### config.mk
export PLATFORM = sky130hd
export DESIGN_NAME = gc_cursor_regs_flat
export DESIGN_NICKNAME = d
export VERILOG_FILES = /design/src/rtl/gc_cursor_regs_if.sv /design/src/rtl/gc_cursor_regs.sv /design/src/flat_wrapper.sv
export SDC_FILE = /design/constraint.sdc
export NUM_CORES = 1
export LEC_CHECK = 0
export BUFFER_PORTS_ARGS = -buffer_cell sky130_fd_sc_hd__buf_2
export CORE_ASPECT_RATIO = 0.5
export CORE_MARGIN = 2
export CORE_UTILIZATION = 25
export DETAILED_ROUTE_END_ITERATION = 6
export PLACE_DENSITY = 0.54
export SYNTH_ARGS = -nofsm -noshare
export SYNTH_HDL_FRONTEND = slang
export SYNTH_SLANG_ARGS = --single-unit
### constraint.sdc
create_clock -name clk -period 2.9 [get_ports clk]
set_input_delay 0.145 -clock clk [delete_from_list [all_inputs] [get_ports clk]]
set_output_delay 0.145 -clock clk [all_outputs]
set_load 0.1 [all_outputs]
### src/rtl/gc_cursor_regs_if.sv
// Register-bus bundle between the slave decode and gc_cursor_regs: single-cycle
// writes with byte enables, combinational read data.
interface gc_cursor_regs_if #(
    parameter int ADDR_W = 12
);
    logic              we;
    logic [3:0]        be;
    logic [ADDR_W-1:0] addr;
    logic [31:0]       wd;
    logic [31:0]       rd;

    modport master (output we, be, addr, wd, input rd);
    modport slave  (input we, be, addr, wd, output rd);
endinterface

### src/rtl/gc_cursor_regs.sv
// Cursor register block: CPU-written shadow coordinates commit to the display-facing
// set on synchronised vsync or forced commit; writes take effect in one cycle, reads are combinational, never stalls.
module gc_cursor_regs #(
    parameter int NUM_CURSORS = 2,
    parameter int COORD_W     = 12,
    parameter int ADDR_W      = 12
) (
    input  logic                           clk,
    input  logic                           rst_n,
    gc_cursor_regs_if.slave                bus,
    input  logic                           vsync,
    output logic [NUM_CURSORS*COORD_W-1:0] cursor_x,
    output logic [NUM_CURSORS*COORD_W-1:0] cursor_y,
    output logic [NUM_CURSORS-1:0]         cursor_en,
    output logic                           irq
);

    localparam logic [ADDR_W-1:0] A_CTRL   = ADDR_W'(32'h00);
    localparam logic [ADDR_W-1:0] A_STATUS = ADDR_W'(32'h04);
    localparam logic [ADDR_W-1:0] A_FRAME  = ADDR_W'(32'h08);
    localparam logic [ADDR_W-1:0] A_INTEN  = ADDR_W'(32'h0C);

    // Address decode
    logic [ADDR_W-1:0]      waddr;
    logic                   wr;
    logic                   sel_ctrl;
    logic                   sel_status;
    logic                   sel_frame;
    logic                   sel_inten;
    logic [NUM_CURSORS-1:0] sel_x;
    logic [NUM_CURSORS-1:0] sel_y;
    logic [31:0]            bmask;
    logic                   unused_bits;

    // Control / status state
    logic        shadow_en;
    logic        st_vs;
    logic        st_pend;
    logic        st_cmt;
    logic [31:0] frame_cnt;
    logic        ie_vs;
    logic        ie_cmt;

    // vsync synchroniser and commit
    logic s1;
    logic s2;
    logic s3;
    logic vs_pulse;
    logic force_commit;
    logic commit;
    logic status_clr;
    logic cursor_wr;

    // Cursor state
    logic [COORD_W-1:0]     sh_x  [NUM_CURSORS];
    logic [COORD_W-1:0]     sh_y  [NUM_CURSORS];
    logic [NUM_CURSORS-1:0] sh_en;
    logic [COORD_W-1:0]     act_x [NUM_CURSORS];
    logic [COORD_W-1:0]     act_y [NUM_CURSORS];
    logic [NUM_CURSORS-1:0] act_en;
    logic [COORD_W-1:0]     nx    [NUM_CURSORS];
    logic [COORD_W-1:0]     ny    [NUM_CURSORS];
    logic [NUM_CURSORS-1:0] nen;
    logic [31:0]            rd_w;

    assign waddr      = {bus.addr[ADDR_W-1:2], 2'b00};
    assign wr         = bus.we & (|bus.be);
    assign sel_ctrl   = (waddr == A_CTRL);
    assign sel_status = (waddr == A_STATUS);
    assign sel_frame  = (waddr == A_FRAME);
    assign sel_inten  = (waddr == A_INTEN);
    assign bmask      = {{8{bus.be[3]}}, {8{bus.be[2]}}, {8{bus.be[1]}}, {8{bus.be[0]}}};
    assign unused_bits = ^{bus.addr[1:0], bus.wd, bmask};

    always_comb begin
        sel_x = '0;
        sel_y = '0;
        for (int i = 0; i < NUM_CURSORS; i++) begin
            sel_x[i] = (waddr == ADDR_W'(16 + 8 * i));
            sel_y[i] = (waddr == ADDR_W'(20 + 8 * i));
        end
    end

    assign vs_pulse     = s2 & ~s3;
    assign force_commit = wr & sel_ctrl & bus.be[0] & bus.wd[1];
    assign commit       = (vs_pulse & shadow_en) | force_commit;
    assign status_clr   = wr & sel_status & bus.be[0];
    assign cursor_wr    = wr & ((|sel_x) | (|sel_y));

    // Byte-merged next shadow values; bits above COORD_W are not stored
    always_comb begin
        nen = sh_en;
        for (int i = 0; i < NUM_CURSORS; i++) begin
            nx[i]  = (bus.wd[COORD_W-1:0] & bmask[COORD_W-1:0]) | (sh_x[i] & ~bmask[COORD_W-1:0]);
            ny[i]  = (bus.wd[COORD_W-1:0] & bmask[COORD_W-1:0]) | (sh_y[i] & ~bmask[COORD_W-1:0]);
            nen[i] = bmask[31] ? bus.wd[31] : sh_en[i];
        end
    end

    always_ff @(posedge clk or negedge rst_n) begin
        if (!rst_n) begin
            s1 <= 1'b0;
            s2 <= 1'b0;
            s3 <= 1'b0;
        end else begin
            s1 <= vsync;
            s2 <= s1;
            s3 <= s2;
        end
    end

    // Hardware set wins over a same-cycle W1C or write-clear
    always_ff @(posedge clk or negedge rst_n) begin
        if (!rst_n) begin
            shadow_en <= 1'b1;
            st_vs     <= 1'b0;
            st_pend   <= 1'b0;
            st_cmt    <= 1'b0;
            frame_cnt <= '0;
            ie_vs     <= 1'b0;
            ie_cmt    <= 1'b0;
        end else begin
            if (wr && sel_ctrl && bus.be[0]) begin
                shadow_en <= bus.wd[0];
            end
            if (wr && sel_inten && bus.be[0]) begin
                ie_vs  <= bus.wd[0];
                ie_cmt <= bus.wd[2];
            end
            st_vs     <= vs_pulse | (st_vs & ~(status_clr & bus.wd[0]));
            st_cmt    <= commit | (st_cmt & ~(status_clr & bus.wd[2]));
            st_pend   <= (cursor_wr & shadow_en) | (st_pend & ~commit);
            frame_cnt <= ((wr && sel_frame) ? 32'd0 : frame_cnt) + {31'd0, vs_pulse};
        end
    end

    // A commit copies the pre-edge shadow, so a same-edge write lands only in the shadow
    always_ff @(posedge clk or negedge rst_n) begin
        if (!rst_n) begin
            for (int i = 0; i < NUM_CURSORS; i++) begin
                sh_x[i]  <= '0;
                sh_y[i]  <= '0;
                act_x[i] <= '0;
                act_y[i] <= '0;
            end
            sh_en  <= '0;
            act_en <= '0;
        end else begin
            for (int i = 0; i < NUM_CURSORS; i++) begin
                if (wr && sel_x[i]) begin
                    sh_x[i]  <= nx[i];
                    sh_en[i] <= nen[i];
                end
                if (wr && sel_y[i]) begin
                    sh_y[i] <= ny[i];
                end
                if (commit) begin
                    act_x[i]  <= sh_x[i];
                    act_y[i]  <= sh_y[i];
                    act_en[i] <= sh_en[i];
                end else if (!shadow_en) begin
                    if (wr && sel_x[i]) begin
                        act_x[i]  <= nx[i];
                        act_en[i] <= nen[i];
                    end
                    if (wr && sel_y[i]) begin
                        act_y[i] <= ny[i];
                    end
                end
            end
        end
    end

    always_comb begin
        rd_w = '0;
        if (sel_ctrl) begin
            rd_w[0] = shadow_en;
        end
        if (sel_status) begin
            rd_w[2:0] = {st_cmt, st_pend, st_vs};
        end
        if (sel_frame) begin
            rd_w = frame_cnt;
        end
        if (sel_inten) begin
            rd_w[0] = ie_vs;
            rd_w[2] = ie_cmt;
        end
        for (int i = 0; i < NUM_CURSORS; i++) begin
            if (sel_x[i]) begin
                rd_w[COORD_W-1:0] = sh_x[i];
                rd_w[31]          = sh_en[i];
            end
            if (sel_y[i]) begin
                rd_w[COORD_W-1:0] = sh_y[i];
            end
        end
    end

    assign bus.rd = rd_w;

    for (genvar g = 0; g < NUM_CURSORS; g++) begin : g_out
        assign cursor_x[g*COORD_W +: COORD_W] = act_x[g];
        assign cursor_y[g*COORD_W +: COORD_W] = act_y[g];
    end
    assign cursor_en = act_en;

    assign irq = (st_vs & ie_vs) | (st_cmt & ie_cmt);

endmodule

### src/flat_wrapper.sv
// flat-port wrapper written by rule: the top's interface ports become plain ports
module gc_cursor_regs_flat 
#(
    parameter int NUM_CURSORS = 2,
    parameter int COORD_W     = 12,
    parameter int ADDR_W      = 12
)
  (clk, rst_n, vsync, cursor_x, cursor_y, cursor_en, irq, bus_we, bus_be, bus_addr, bus_wd, bus_rd);
  gc_cursor_regs_if #(.ADDR_W(ADDR_W)) bus_i ();
  input  logic clk;
  input  logic rst_n;
  input  logic vsync;
  output logic [NUM_CURSORS*COORD_W-1:0] cursor_x;
  output logic [NUM_CURSORS*COORD_W-1:0] cursor_y;
  output logic [NUM_CURSORS-1:0] cursor_en;
  output logic irq;
  input wire logic [$bits(bus_i.we)-1:0] bus_we;
  input wire logic [$bits(bus_i.be)-1:0] bus_be;
  input wire logic [$bits(bus_i.addr)-1:0] bus_addr;
  input wire logic [$bits(bus_i.wd)-1:0] bus_wd;
  output wire logic [$bits(bus_i.rd)-1:0] bus_rd;
  assign bus_i.we = bus_we;
  assign bus_i.be = bus_be;
  assign bus_i.addr = bus_addr;
  assign bus_i.wd = bus_wd;
  assign bus_rd = bus_i.rd;
  gc_cursor_regs #(.NUM_CURSORS(NUM_CURSORS), .COORD_W(COORD_W), .ADDR_W(ADDR_W)) u_core (.clk(clk), .rst_n(rst_n), .bus(bus_i), .vsync(vsync), .cursor_x(cursor_x), .cursor_y(cursor_y), .cursor_en(cursor_en), .irq(irq));
endmodule
==> flow_summary.yaml <==
synth:
  yosysTopAreaCellShare_pct: 50.3
  synth_ff_type: "dfrtp_1"
  synthTopCellsByArea: "dfrtp_1, mux2_2, nand2_1"
  syn_nets: 704
  syn-cell-area_mm2: 0.00697
  ys_warn_count: 0
  seq_area_frac_synth_pct: 50.6
  synth_edf_count: 0
  ys_seq_elements: 141
  syn_avg_cell_area_um2: 10.7
  yosysTopAreaCell: "dfrtp_1"
  async_flop_share_pct: 100
  syn_inst: 650
  netlist-cell-type-count: 51
worst_setup_path:
  cp.required_ns: 2.76
  cpPeakStageDelay_ns: 0.49
  critPathCaptureType: "output port"
  cp_slowest_cell: "nor2_1"
  path_cells: "buf_2, buf_4, or4b_1, nor2_1, and3_1, nand2_1, o21ai_0, buf_12"
  startpoint_type: "input pin"
  critPathTopFamily: "simple AND/OR/NAND/NOR gates"
  path_buf_inv: 3
  arrival_ns: 2.37
  worstPathMaxFanout: 11
  worstSetupPathType: "in2out"
timing:
  whs_ns: 0.0202
  fmax_mhz: 397
  rsz0062_at_grt: "no"
  worst_pin_slew_ns: 0.926
  slew_viol_final: 0
  setup_violations: 0
  finalHoldViolations: 0
  setup_tns_ns: 0
  max_slew_margin_pct: 38.0
  finClkSkew_ns: 0.00802
  post-route-period-util_pct: 86.8
  min_period_ns: 2.52
clock_tree:
  cts_tree: "built"
  htreeDepth: 4
  clock-sinks: 141
  clk_latency_ns: 0.43
  cts_made_buffers: 17
  cts_setup_buffers: 0
  cts.clk_slew.worst_paths_ns: 0.07
  ctsResizeCount: 0
  cts.path.max_buffers: 2
  clockRootBuffer: "clkbuf_16"
cells_and_area:
  nets: 831
  area_growth_pct: 31.6
  final_common_cell: "dfrtp_1"
  fin_area_mm2: 0.00917
  final_cell_mix: "dfrtp_1, buf_2, mux2_2"
  drive_gt1_share_pct: 32.5
global_route:
  antenna_found_initial: 2
  grt_max_degree: 82
  overflow: 0
  grt_pass1_vias: 5720
  grt_pass1_wl_mm: 33.6
  grt_use_total_pct: 15.2
routing:
  ant_nets: 0
  avgRoutedWirePerCell_um: 18.7
  viasPerCell: 4.88
  first_pass_iters: 5
  via_count: 5723
  wl_mm: 21.9
  dr.first_iter.drc_count: 407
  drc_errors: 0
placement:
  place.gp.congestion: 0.842
  place_area_mm2: 0.00851
  port_buffers: 113
  place_hpwl_mm: 15.6
flow_run:
  maxCapViolCount: 0
power_and_ir_drop:
  swShare_pct: 28.5
  ir_drop_uv: 364
  leakagePower_nw: 4.35
  p_int_mw: 3.47
  clock_power_share_pct: 47.3
  power_frac_seq_pct: 43.2
  pwr-share-comb_pct: 9.5
  p_switching_mw: 1.39
  cellPowerDensity_mw_per_mm2: 530
outcome:
  outcome: "finished, final reports clean"
floorplan:
  rows: 43
  die_x_um: 240
  start_util_pct: 25.3
  core-area_mm2: 0.0275
  die_area_mm2: 0.0293
  die_h_um: 122
  pin_count: 135
worst_hold_path:
  hold_path_class: "in2reg"
## per-stage QoR
stage / total power [mW] / utilization [%] / instances / setup WS (ns)
after floorplan: 2.42 / - / 650 / -0.539
after global placement: 2.59 / 30.9 / 1136 / 0.204
after detailed placement: 2.59 / 30.9 / 1136 / 0.209
after CTS: 4.90 / 33.3 / 1172 / 0.393
after global routing: 5.04 / 33.3 / 1173 / 0.290
final: 4.86 / 33.3 / 1173 / 0.383
## area by class of cell
class,instances,area (um2)
Clock buffer,17,425
Sequential cell,141,3530
Multi-Input combinational cell,464,3260
Inverter,11,41.3
Fill cell,2824,18400
Antenna cell,1,2.50
Timing Repair Buffer,142,1250
Tap cell,382,478
Clock inverter,15,191
## cell usage after synthesis (4+ instances only)
| cell type | number |
|---|---|
| dfrtp_1 | 140 |
| mux2_2 | 59 |
| nand2_1 | 58 |
| nor2_1 | 42 |
| and3_1 | 29 |
| clkbuf_1 | 27 |
| nand3_1 | 27 |
| o21ai_0 | 25 |
| and2_1 | 21 |
| a221o_1 | 20 |
| xnor2_1 | 20 |
| nor3_1 | 14 |
| a21oi_1 | 13 |
| nand2b_1 | 12 |
| inv_1 | 11 |
| o221a_2 | 11 |
| mux2i_1 | 10 |
| nor4_1 | 10 |
| nor2b_1 | 9 |
| o22ai_1 | 9 |
| a32oi_1 | 8 |
| xor2_1 | 8 |
| nand4_1 | 7 |
| and4_1 | 5 |
| buf_6 | 4 |
## power groups by stage
| stage | Combinational, mW | Clock [mW] | Sequential (mW) |
|---|---|---|---|
| 6_report | 0.459 | 2.30 | 2.10 |
| 5_1_grt | 0.496 | 2.43 | 2.11 |
| 4_1_cts | 0.463 | 2.34 | 2.10 |
| 3_5_place_dp | 0.458 | 0 | 2.14 |
| 3_3_place_gp | 0.453 | 0 | 2.13 |
| 2_1_floorplan | 0.155 | 0 | 2.26 |
## metal layers
layer | track usage, % | wire length, um
met1 | 20.3 | 9920
met2 | 24.4 | 10500
met3 | 3.24 | 1180
met4 | 5.36 | 331
met5 | 0 | 0
## worst reg2reg max path, cell delays in order (launching register included)
cell and delay, ns:
dfrtp_1 0.45, nand4_1 0.16, or4_1 0.79, nor4_1 0.48, xnor2_1 0.16, nor2_1 0.05
## state kept, by name (all words and copies together) (netlist names)
signal,count
u_core.s1,1
u_core.sh_en,2
u_core.cursor_x,24
u_core.sh_x,24
u_core.ie_vs,1
u_core.s2,1
u_core.cursor_en,2
u_core.shadow_en,1
u_core.st_cmt,1
u_core.cursor_y,24
u_core.frame_cnt,32
u_core.st_pend,1
u_core.sh_y,24
u_core.st_vs,1
u_core.ie_cmt,1
u_core.s3,1
## cell families after synthesis
kind of cell	Yosys count	share of synthesized area, %
AOI/OAI and AO/OA	112	12.2
xor gates and xnor gates	28	3.52
adders and majority gates	2	0.359
buffers and inverters	45	2.91
DFF	141	50.6
muxes	70	11.3
and+or+nand+nor	252	19.1
## what timing repair did
action | 4_1_cts | 5_1_grt
hold endpoints to repair | 82 | 0
setup endpoints to repair | 0 | 0
hold buffers | 4 | 0
## worst paths after layout
path,from,to,slack (ns),depth (start not counted)
max,bus_addr[4],bus_rd[1],0.38,8
min,bus_wd[6],u_core.cursor_x[18],0.02,3
max reg2reg,u_core.frame_cnt[4],u_core.frame_cnt[24],0.68,5
min reg2reg,u_core.s1,u_core.s2,0.35,0
max in group asynchronous,rst_n,u_core.shadow_en,1.81,3
min in group asynchronous,rst_n,u_core.cursor_x[1],0.34,2
(Power assumes the default switching activity.)
